==> config.mk <==
export PLATFORM = sky130hd
export DESIGN_NAME = prog_seq_det
export DESIGN_NICKNAME = d
export VERILOG_FILES = /design/src/rtl/prog_seq_det.sv
export SDC_FILE = /design/constraint.sdc
export NUM_CORES = 1
export LEC_CHECK = 0
export ABC_AREA = 1
export CAP_MARGIN = 30
export CELL_PAD_IN_SITES_DETAIL_PLACEMENT = 1
export CELL_PAD_IN_SITES_GLOBAL_PLACEMENT = 1
export CORE_MARGIN = 3
export CORE_UTILIZATION = 44
export CTS_BUF_LIST = sky130_fd_sc_hd__clkbuf_4
export DETAILED_ROUTE_END_ITERATION = 8
export GPL_TIMING_DRIVEN = 0
export PLACE_DENSITY = 0.85
export SYNTH_ARGS = -nofsm -noshare
export SYNTH_HDL_FRONTEND = slang
export SYNTH_SLANG_ARGS = --single-unit
==> constraint.sdc <==
create_clock -name clk -period 3.9 [get_ports clk]
set_input_delay 1.17 -clock clk [delete_from_list [all_inputs] [get_ports clk]]
set_output_delay 1.17 -clock clk [all_outputs]
set_load 0.05 [all_outputs]
==> src/rtl/prog_seq_det.sv <==
// Serial sequence detector with a runtime-programmable pattern of 1..MAX_LEN bits,
// overlapping or non-overlapping matching, and a saturating match counter.
module prog_seq_det #(
    parameter  int MAX_LEN = 8,
    parameter  int CNT_W   = 8,
    localparam int LEN_W   = $clog2(MAX_LEN + 1)
) (
    input  logic               clk,
    input  logic               rst,
    input  logic               cfg_load,
    input  logic [MAX_LEN-1:0] pat,
    input  logic [LEN_W-1:0]   pat_len,
    input  logic               overlap,
    input  logic               in_valid,
    input  logic               in_bit,
    output logic               armed,
    output logic               match,
    output logic [CNT_W-1:0]   match_count
);

    typedef enum logic {IDLE, RUN} state_t;

    state_t             state;
    state_t             state_n;
    logic [MAX_LEN-1:0] cfg_pat;
    logic [LEN_W-1:0]   cfg_len;
    logic               cfg_ovl;
    logic [MAX_LEN-1:0] hist;
    logic [MAX_LEN-1:0] hist_n;
    logic [MAX_LEN-1:0] len_mask;
    logic [LEN_W-1:0]   fill;
    logic [LEN_W-1:0]   fill_n;
    logic               len_legal;
    logic               accept;
    logic               hit;

    assign len_legal = (pat_len != '0) && (pat_len <= LEN_W'(MAX_LEN));
    // A load in the same cycle as a valid bit discards that bit.
    assign accept    = (state == RUN) && in_valid && !cfg_load;

    always_ff @(posedge clk or posedge rst) begin
        if (rst) begin
            state <= IDLE;
        end else begin
            state <= state_n;
        end
    end

    always_comb begin
        // NOTE: default assignment first so no path through the block leaves state_n unassigned (no latch).
        state_n = state;
        if (cfg_load) begin
            state_n = len_legal ? RUN : IDLE;
        end
    end

    always_comb begin
        armed = (state == RUN);
    end

    // Candidate history/fill for the bit on the line; only committed when accepted.
    always_comb begin
        hist_n = {hist[MAX_LEN-2:0], in_bit};
        fill_n = (fill == LEN_W'(MAX_LEN)) ? fill : fill + LEN_W'(1);
        for (int i = 0; i < MAX_LEN; i++) begin
            len_mask[i] = (i < int'(cfg_len));
        end
        hit = accept && (fill_n >= cfg_len) && (((hist_n ^ cfg_pat) & len_mask) == '0);
    end

    always_ff @(posedge clk or posedge rst) begin
        if (rst) begin
            // NOTE: sequential state uses non-blocking assignments so every register samples pre-edge values.
            cfg_pat     <= '0;
            cfg_len     <= '0;
            cfg_ovl     <= 1'b0;
            hist        <= '0;
            fill        <= '0;
            match       <= 1'b0;
            match_count <= '0;
        end else if (cfg_load) begin
            cfg_pat     <= pat;
            cfg_len     <= pat_len;
            cfg_ovl     <= overlap;
            hist        <= '0;
            fill        <= '0;
            match       <= 1'b0;
            match_count <= '0;
        end else begin
            match <= hit;
            if (accept) begin
                hist <= hist_n;
                fill <= (hit && !cfg_ovl) ? '0 : fill_n;
            end
            if (hit && (match_count != '1)) begin
                match_count <= match_count + CNT_W'(1);
            end
        end
    end

endmodule
# --- Word-level counts from Yosys, hierarchy flattened ---
# Index checks and enable logic that the tools add are counted.
totals:
  reg_bits: 34
  input_bits: 18
  output_inout_bits: 10
  wordCells: 47
classes:
  add_sub_neg: 2
  order_cmp: 10
  eq_ne: 2
  mux: 10
  bitwise: 2
  n_reduce_logical: 13
ops:
  columns: ["op", "count"]
  rows:
  - ["< comparator 3 x 4 -> 1 bit (first input constant)", 4]
  - ["two-way mux 4 bit", 4]
  - ["two-way mux 8 bit", 2]
  - ["two-way mux 7 bit", 2]
  - ["adder 8 x 1 -> 8 bit (second input constant)", 1]
  - ["AND 8 bit", 1]
  - ["logical NOT 8 bit", 1]
  - ["< comparator 1 x 4 -> 1 bit (first input constant)", 2]
  - ["< comparator 2 x 4 -> 1 bit (first input constant)", 2]
  - ["!= test 8 bit (second input constant)", 1]
  - ["XOR 8 bit", 1]
  - ["logical AND 1 bit", 7]
  - ["adder 4 x 1 -> 4 bit (second input constant)", 1]
  - ["== test 4 bit (second input constant)", 1]
  - ["greater-or-equal comparator 4 bit", 1]
  - ["less-or-equal comparator 4 bit (second input constant)", 1]
  - ["nonzero test 2 bit", 2]
  - ["nonzero test 4 bit", 1]
  - ["logical NOT 1 bit", 2]
  - ["two-way mux 1 bit", 2]

# --- Depth between registers and ports, before layout ---
depth:
  depth_word: 9
  mapped_depth: 16
  mapped_depth_nobuf: 16

# --- Worst setup path after synthesis ---
# OpenSTA, ideal clock, no wires.
synth_timing:
  path_type: "input to register"
  startpoint: "input in_valid"
  endpoint: "register fill[0]"
  setup_time_ns: 0.117
  arrival_time_ns: 1.992
  required_time_ns: 3.783
  slack_ns: 1.792
  stages: 9
  path_buffers: 0
  cell_sequence: "nand2_1 > nor2_1 > inv_1 > a21oi_2 > nand3_2 > nor2_8 > nand2_4 > nand2_1 > nand2_1"
synth_via:
  elab_chain_len: 8
  word_cells_on_any_way: 9
  cone_classes: "3 x mux; 6 x reduce/logical"
synth_lines:
  columns: ["element", "line_no", "rtl"]
  rows:
  - ["start: declaration", "14", "input logic in_valid,"]
  - ["logical AND 1 bit * (2 in a row)", "39", "assign accept = (state == RUN) && in_valid && !cfg_load;"]
  - ["logical AND 1 bit (2 in a row)", "68", "hit = accept && (fill_n >= cfg_len) && (((hist_n ^ cfg_pat) & len_mask) == '0);"]
  - ["logical AND 1 bit", "93", "fill <= (hit && !cfg_ovl) ? '0 : fill_n;"]
  - ["two-way mux 4 bit", "93", null]
  - ["two-way mux 4 bit", "91", "if (accept) begin"]
  - ["two-way mux 4 bit", "81", "end else if (cfg_load) begin"]
  - ["end signal: assignment", "93", null]
  - ["end: declaration", "31", "logic [LEN_W-1:0] fill;"]
# Mark *: on every way between the ends. The rest lies on a longest branch, timed or not. The select of a mux whose other input is x is not followed.
# A chain may end at the register's enable or synchronous reset.

# --- Worst setup path after layout ---
layout_timing:
  startpoint: "register match_count[6]"
  endpoint: "output match_count[6]"
layout_lines:
  columns: ["element", "line_no", "rtl"]
  rows:
  - ["start: declaration", "18", "output logic [CNT_W-1:0] match_count"]
  - ["start signal: assignment", "96", "match_count <= match_count + CNT_W'(1);"]
# No word-level cell between the ends.

==> summary.txt <==
Detailed routing
  – Via/cell ratio: around 5
  – Post-Route WL: between 4000 and 5000 um
  – DRT antenna net count: 0
  – DRT iter0 DRCs: approximately 110
  – DR DRC count: 0
  – Vias: approximately 1,700
  – Wire length per cell: about 14 um
  – First drt pass iteration count: 4

Die
  – Initial Utilization: around 47%
  – Die Span Y: around 72 um
  – Row count: 23
  – Core Region: approximately 4100 um^2
  – Horiz. Die Dim: a little over 70 um
  – Die area: 5220 um^2
  – Ports: 28

Pwr
  – LEAKAGE: about 1.2 nW
  – Peak VDD IR: 0.167 mV
  – Power per Cell Area: 301 nW/um^2

Yosys
  – Post-synth EDFFs: 0
  – Sequential-to-total area share from yosys stat: between 40% and 50%
  – Post-Syn Area per Cell: around 7.7 um^2
  – Distinct cells, synth: 28
  – Async S/R FF share, synth: 100%
  – Post-synth top flop: dfrtp_1
  – Ys Warns: 0
  – Mapped Area: 1930 um^2
  – Net Count, Synth: about 280
  – Synth area leaders: dfrtp_1 (44%), nand2_1 (16%), inv_1 (6.4%)
  – Yosys top cell area share: roughly 44%
  – #FFs+latches synth: 34
  – Synth Instances: 252
  – Area leader, netlist: dfrtp_1

STA
  – Max Freq: 356 MHz
  – Slew Viols, Final: 0
  – Final min period: between 2000 and 3000 ps
  – Slew HR: between 60% and 70%
  – Final period util: roughly 70%
  – Final hold violation count: 0
  – RSZ-0062 raised after global routing: false
  – Finish-stage setup viols: 0
  – Setup TNS: 0 ps
  – Layout Skew: between 10 and 15 ps
  – Least-Margin Pin Slew: roughly 550 ps

Clocking
  – H-tree levels: 2
  – Bufs on Longest Clock Path: 2
  – Sink Count: 34
  – Postcts setup bufs: 0
  – Root Driver: clkbuf_4
  – Clk_lat worst skew: ~330 ps
  – Total CTS buffers: 5
  – # resized after CTS: 0
  – Worst-path clk slew: ~100 ps
  – CTS tree: done
  – CTS Hold Buffers Added: 0

Min path
  – WHS Path Cells: 2
  – Path category of the worst min-delay check: register to register

Worst setup path
  – Arrival time worst endpoint: around 1600 ps
  – Worst reg2reg path depth: 14
  – Crit Reg-Reg Startpoint: fill[0]
  – Buffers plus inverters on the worst setup path: 1
  – Crit path capture: match_count[6]
  – Worst Setup Start Kind: register
  – R2R Setup Slk: 1650 ps
  – Crit path launch: match_count[6]
  – Max incr delay on CP: ~850 ps
  – RR Endpoint: fill[1]
  – CP Capture Type: primary output
  – Crit-path max FO: 6
  – Critical path type: register to primary output
  – Delay-heaviest family, CP: buffers and inverters
  – Critical-path cell list: clkdlybuf4s50_1
  – Critical path depth: 1
  – Slowest stage cell, crit path: clkdlybuf4s50_1
  – Worst Path Required: 2730 ps

Placement
  – DP HPWL: approximately 3700 um
  – Placed cell count: 330
  – Gpl congestion: roughly 0.8
  – Buffers on Ports: 27
  – Area after DPL: roughly 2300 um^2

Finish
  – Cell area after layout: 2350 um^2
  – Finished Layout Cells: approximately 340
  – Layout cell share with drive strength beyond 1: just under 9%
  – Synth-to-Final Area Change: 21.4%
  – Util after Layout: a little under three fifths
  – Diode count: 0
  – Nets: between 300 and 400
  – Fillers: around 560

Global routing
  – Vias in the first global route: 1,870
  – GRT Total Usage: between 20% and 30%
  – First-pass GRT wire length: between 8000 and 9000 um
  – Initial antenna violation count: 0
  – Largest net degree at the start of global routing: 24
  – Total gr overflow: 0

Status
  – Status: finished clean

Job
  – Max_cap viols: 0
[cells by family after synthesis]
logic type,synth area share [%]
compound gates,6.67
xor+xnor,3.63
fa+ha+maj,4.53
buf+inv,8.61
flops,44.0
simple gates,32.5
[cell usage in the layout, fill, tap and decap left out, types with 2 or more instances in the layout]
| cell type | instances |
|---|---|
| clkbuf_1 | 4 |
| clkbuf_4 | 6 |
| clkdlybuf4s50_1 | 27 |
| clkinv_1 | 3 |
| dfrtp_1 | 34 |
| ha_1 | 7 |
| inv_1 | 33 |
| inv_2 | 4 |
| nand2_1 | 84 |
| nand2_2 | 3 |
| nand3_1 | 18 |
| nand3_2 | 2 |
| nand4_1 | 8 |
| nor2_1 | 14 |
| nor2_2 | 2 |
| o21ai_0 | 11 |
| o22ai_1 | 7 |
| xor2_1 | 7 |
[routing by layer]
layer  wire length, um  global-route usage (%)  share of wire [%]
met1              2260                    27.6                 47
met2              2350                    33.7                 49
met3               144                    4.29                3.0
met4                83                    6.89                1.7
met5                 0                       0                  0
[Yosys cell counts (2+ instances only)]
cell and count:
clkinv_1 2, nand2_1 84, ha_1 7, xor2_1 7
inv_2 4, nor2_1 14, dfrtp_1 34, nand3_1 18
nand4_1 8, nand2_2 3, inv_1 33, nor2_2 2
o21ai_0 11, clkbuf_1 4, nand3_2 2, o22ai_1 7
[how the worst min path moves through the flow]
stage,startpoint,to,slack (ps)
2_1_floorplan,cfg_pat[2],cfg_pat[2],460
3_3_place_gp,cfg_pat[2],cfg_pat[2],480
3_5_place_dp,cfg_pat[2],cfg_pat[2],500
4_1_cts,cfg_pat[2],cfg_pat[2],520
5_1_grt,cfg_pat[2],cfg_pat[2],570
6_report,cfg_pat[2],cfg_pat[2],520
[flip-flops by register name, summed over array words and instances (netlist names)]
| register | cells |
|---|---|
| armed | 1 |
| cfg_len | 4 |
| cfg_ovl | 1 |
| cfg_pat | 8 |
| fill | 4 |
| hist | 7 |
| match | 1 |
| match_count | 8 |
[report_power, final]
part | switching, mW | leakage (nW) | total, mW | internal (mW)
Clock | 0.116 | 0.0331 | 0.191 | 0.0747
Sequential | 0.0138 | 0.448 | 0.381 | 0.368
Combinational | 0.0816 | 0.740 | 0.133 | 0.0510
Total | 0.212 | 1.22 | 0.705 | 0.493
[per-stage QoR]
step | setup WS, ps | power (mW) | hold WS (ps)
after floorplan | 1790 | 0.468 | 461
after global placement | 1090 | 0.511 | 480
after detailed placement | 1080 | 0.522 | 498
after CTS | 1060 | 0.716 | 523
after global routing | 1010 | 0.750 | 571
final | 1090 | 0.705 | 516
[layout make-up]
type                            instances  area [um^2]  share of cell area (%)
Buffer                                  5         20.0                   0.853
Timing Repair Buffer                   28          298                    12.7
Clock buffer                            6         45.0                    1.92
Multi-Input combinational cell        174          915                    39.0
Inverter                               39          146                    6.24
Sequential cell                        34          851                    36.3
Clock inverter                          2         8.76                   0.373
Tap cell                               50         62.6                    2.67
No activity file was read; power rests on OpenSTA's default activity.
